$ cat src/rtl/stw_fault_list_encoder.sv
// Walks the STW BIST pass map one PE per cycle in row-major order and
// compacts failing PE coordinates into NUM_RU recompute-unit slots.
module stw_fault_list_encoder #(
    parameter int ROWS   = 4,
    parameter int COLS   = 4,
    parameter int NUM_RU = 4,
    localparam int RW    = (ROWS > 1) ? $clog2(ROWS) : 1,
    localparam int CW    = (COLS > 1) ? $clog2(COLS) : 1,
    localparam int NW    = $clog2(NUM_RU + 1)
) (
    input  logic                   gclk,
    input  logic                   grst_n,
    input  logic                   start,
    input  logic [ROWS*COLS-1:0]   stw_result,
    output logic                   busy,
    output logic                   done,
    output logic [NUM_RU-1:0]      fault_valid,
    output logic [NUM_RU*RW-1:0]   fault_row,
    output logic [NUM_RU*CW-1:0]   fault_col,
    output logic [NW-1:0]          fault_count,
    output logic                   overflow
);

    localparam int NPE = ROWS * COLS;
    localparam int IW  = (NPE > 1) ? $clog2(NPE) : 1;

    localparam logic [1:0] S_IDLE = 2'd0;
    localparam logic [1:0] S_SCAN = 2'd1;
    localparam logic [1:0] S_DONE = 2'd2;

    logic [1:0]              state_q, state_d;
    logic [IW-1:0]           idx_q, idx_d;
    logic [NPE-1:0]          snap_q, snap_d;
    logic [NW-1:0]           cnt_q, cnt_d;
    logic                    ovf_q, ovf_d;
    logic [NUM_RU-1:0]       vld_q, vld_d;
    logic [NUM_RU-1:0][RW-1:0] row_q, row_d;
    logic [NUM_RU-1:0][CW-1:0] col_q, col_d;

    logic [RW-1:0] cur_row;
    logic [CW-1:0] cur_col;

    assign cur_row = RW'(idx_q / IW'(COLS));
    assign cur_col = CW'(idx_q % IW'(COLS));

    always_comb begin
        state_d = state_q;
        idx_d   = idx_q;
        snap_d  = snap_q;
        cnt_d   = cnt_q;
        ovf_d   = ovf_q;
        vld_d   = vld_q;
        row_d   = row_q;
        col_d   = col_q;
        case (state_q)
            S_IDLE: begin
                if (start) begin
                    snap_d  = stw_result;
                    cnt_d   = '0;
                    ovf_d   = 1'b0;
                    vld_d   = '0;
                    row_d   = '0;
                    col_d   = '0;
                    idx_d   = '0;
                    state_d = S_SCAN;
                end
            end
            S_SCAN: begin
                if (!snap_q[idx_q]) begin
                    if (cnt_q < NW'(NUM_RU)) begin
                        // Slot index equals the running count, so slots fill in discovery order.
                        for (int n = 0; n < NUM_RU; n++) begin
                            if (NW'(n) == cnt_q) begin
                                vld_d[n] = 1'b1;
                                row_d[n] = cur_row;
                                col_d[n] = cur_col;
                            end
                        end
                        cnt_d = cnt_q + 1'b1;
                    end else begin
                        ovf_d = 1'b1;
                    end
                end
                if (idx_q == IW'(NPE - 1)) state_d = S_DONE;
                else                       idx_d   = idx_q + 1'b1;
            end
            S_DONE:  state_d = S_IDLE;
            default: state_d = S_IDLE;
        endcase
    end

    always_ff @(posedge gclk) begin
        if (!grst_n) begin
            state_q <= S_IDLE;
            idx_q   <= '0;
            snap_q  <= '1;
            cnt_q   <= '0;
            ovf_q   <= 1'b0;
            vld_q   <= '0;
            row_q   <= '0;
            col_q   <= '0;
        end else begin
            state_q <= state_d;
            idx_q   <= idx_d;
            snap_q  <= snap_d;
            cnt_q   <= cnt_d;
            ovf_q   <= ovf_d;
            vld_q   <= vld_d;
            row_q   <= row_d;
            col_q   <= col_d;
        end
    end

    assign busy        = (state_q == S_SCAN);
    assign done        = (state_q == S_DONE);
    assign fault_valid = vld_q;
    assign fault_row   = row_q;
    assign fault_col   = col_q;
    assign fault_count = cnt_q;
    assign overflow    = ovf_q;

endmodule

$ cat config.mk
export PLATFORM = sky130hd
export DESIGN_NAME = stw_fault_list_encoder
export DESIGN_NICKNAME = d
export VERILOG_FILES = /design/src/rtl/stw_fault_list_encoder.sv
export SDC_FILE = /design/constraint.sdc
export NUM_CORES = 1
export LEC_CHECK = 0
export ABC_CLOCK_PERIOD_IN_PS = 4200
export CAP_MARGIN = 10
export CORE_ASPECT_RATIO = 1.1
export CORE_MARGIN = 2
export CORE_UTILIZATION = 54
export DETAILED_ROUTE_END_ITERATION = 16
export GPL_TIMING_DRIVEN = 1
export PLACE_DENSITY = 0.84
export SLEW_MARGIN = 20
export SYNTH_ARGS = -nofsm -noshare
export SYNTH_HDL_FRONTEND = slang
export SYNTH_SLANG_ARGS = --single-unit
$ cat constraint.sdc
create_clock -name gclk -period 4.2 [get_ports gclk]
set_clock_uncertainty 0.15 [all_clocks]
set_input_delay 0.84 -clock gclk [delete_from_list [all_inputs] [get_ports gclk]]
set_output_delay 0.84 -clock gclk [all_outputs]
set_load 0.1 [all_outputs]
==> flow_metrics.tcl <==
set metrics [dict create \
    outcome "finished, final reports clean" \
    dp_hpwl_um 3164 \
    leakage_uw 0.001069 \
    hold_viol 0 \
    layout_commonest_cell "nand2_1" \
    overflow 0 \
    h-tree-depth 2 \
    ant_nets 0 \
    syn-num-nets 250 \
    power.share.switching 0.2628 \
    syn_area_um2 2090 \
    synth_edf_count 0 \
    antenna_found_initial 0 \
    setup_viol 0 \
    gp_congestion 0.8472 \
    drtIter0Drc 95 \
    sequentialPowerShare 0.443 \
    cts_buffers 5 \
    final_cell_mix "56 x nand2_1, 46 x dfxtp_1, 43 x clkdlybuf4s50_1" \
    place_ws_ps 1266 \
    firstDrtPassIters 4 \
    synth_flop_cell "dfxtp_1" \
    crit_type "flop to output port" \
    hold_class "flop to flop" \
    antenna_cells 0 \
    coreArea_um2 3684 \
    port_buffers 44 \
    start_util 0.5673 \
    tightest_slew_ps 976.6 \
    synth_top_family_by_area "simple AND/OR/NAND/NOR gates" \
    powerDensity_nw_per_um2 396.3 \
    rsz0062_at_grt "false" \
    synthDistinctLibCells 33 \
    post_cts_buffers 0 \
    power.share.clock 0.373 \
    synth-xor-area-share 0.004192 \
    dpl.cell_count 310 \
    boundaryPins 45 \
    cap_violations 0 \
    grt_pass1_vias 1625 \
    cp-end-kind "output port" \
    die_w_um 63.31 \
    r2r_cells 5 \
    clk_latency_ps 300 \
    yosysWarningCount 0 \
    finalMaxSlewViolations 0 \
    wl_um 4150 \
    cts-resized-gates 0 \
    ir_drop_v 0.0002386 \
    path_max_fanout 8 \
    dieArea_um2 4384 \
    grt_busiest_layer "met2" \
    cts_tree "yes" \
    grtUsageTotal 0.2116 \
    ys_async_sr_fraction 0 \
    hold_buffers 0 \
    cts_root_buffer "clkbuf_8" \
    internal-power_uw 788.5 \
    die_h_um 69.24 \
    wl_per_cell_um 13.05 \
    cp-start-kind "flop" \
    power_switching_uw 281.1 \
    grt_max_degree 29 \
    vias 1693 \
    cp.required_ps 3210 \
    grt_pass1_wl_um 7320 \
    slew_headroom 0.3469 \
    grt_util_met3 0.04545 \
    fin_crit_sh 0.7445 \
    synthMuxAreaShare 0.1287 \
    arrival_ps 2140 \
    drive_above_1_share 0.09701 \
    fin_cells 318 \
    syn_to_final_growth_pct 29.16 \
    max_freq_ghz 0.3198 \
    met2_usage 0.3664 \
    clockBufferDepth 2 \
    clkTransAtPathRegs_ps 80 \
    cts.sinks 46 \
    yosysSeqAreaShare 0.4407 \
    rows 23 \
    grt_use_met1 0.2528 \
    nNetsFinal 292 \
    finalWorstSetupSlack_ps 1073 \
    ys_seq_elements 46 \
    pwr-share-comb 0.184 \
    fin_setup_tns_ps 0 \
    min_path_cells 2 \
    yosys.area_share.adder 0.03593 \
    synth.avg_cell_area_um2 9.287 \
    min_period_ps 3127 \
    drc 0 \
    yosys.area_share.simple 0.2593 \
    synth-compound-area-share 0.1006 \
    viasPerCell 5.324 \
    syn_inst 225 \
]
## kinds of logic after synthesis
group	count (synthesis)
AO/OA/AOI/OAI	30
XOR/XNOR	1
multiplexers	24
AND/OR/NAND/NOR	103
adder cells (fa/ha/maj)	6
buffers and inverters	15
flip-flops	46
## layout make-up
cell class,count,area [um2]
multi-input combinational,164,1105
clock buffer,6,82.58
timing repair buffer,46,452.9
sequential,46,920.9
tap,50,62.56
clock inverter,2,60.06
inverter,4,15.01
fill,302,984.7
## cells in the mapped netlist, types with 2 or more instances
cell	instances	area share
o21ai_0	2	0.0048
a211oi_1	4	0.014
nand2b_1	2	0.0060
nor2b_1	10	0.030
and2_1	3	0.0090
nor2_1	5	0.0090
nor3b_4	4	0.036
o21a_1	4	0.014
inv_1	4	0.0072
a22oi_1	2	0.0072
nand3_1	18	0.043
mux2i_1	19	0.091
a21oi_1	9	0.022
a21o_1	4	0.014
dfxtp_1	46	0.44
mux2_4	3	0.022
ha_1	6	0.036
nand2_1	56	0.10
clkbuf_1	10	0.018
## layer usage
layer / wire length [um] / part of all wire / vias to the layer above
li1: - / - / 852
met1: 1847 / 0.45 / 793
met2: 2089 / 0.50 / 41
met3: 145 / 0.035 / 7
met4: 67 / 0.016 / 0
met5: 0 / 0 / -
## power groups by stage
stage	Combinational [uW]	Clock (uW)	Sequential, uW
2_1_floorplan	111	0	520
3_3_place_gp	195	0	483
3_5_place_dp	198	0	485
4_1_cts	198	410	474
5_1_grt	213	427	477
6_report	197	399	474
## stage by stage
step / utilization / hold slack, ps / power [uW] / area (um2)
after floorplan: - / 284.9 / 631.1 / 2090
after global placement: 0.6940 / 285.7 / 678.0 / 2556
after detailed placement: 0.6940 / 287.0 / 682.3 / 2556
after CTS: 0.7327 / 299.8 / 1083 / 2699
after global routing: 0.7327 / 334.5 / 1117 / 2699
final: 0.7327 / 299.1 / 1070 / 2699
## critical path: stages, from the launching register on
cell	delay (ps)
dfxtp_1	500
nor2b_1	200
clkdlybuf4s50_1	1140
## sequential cells by signal, summed over array words and instances, names as in the netlist
signal       count
fault_col        8
fault_count      3
fault_row        8
fault_valid      4
idx_q            4
overflow         1
snap_q          16
state_q          2
## worst paths after layout
path | from | to | slack [ps]
worst max-delay path | state_q[1] | done | 1070
worst min-delay path | overflow | overflow | 300
worst max register to register | idx_q[0] | fault_row[6] | 1500
worst min register to register | overflow | overflow | 300
No activity file was read; power rests on OpenSTA's default activity.
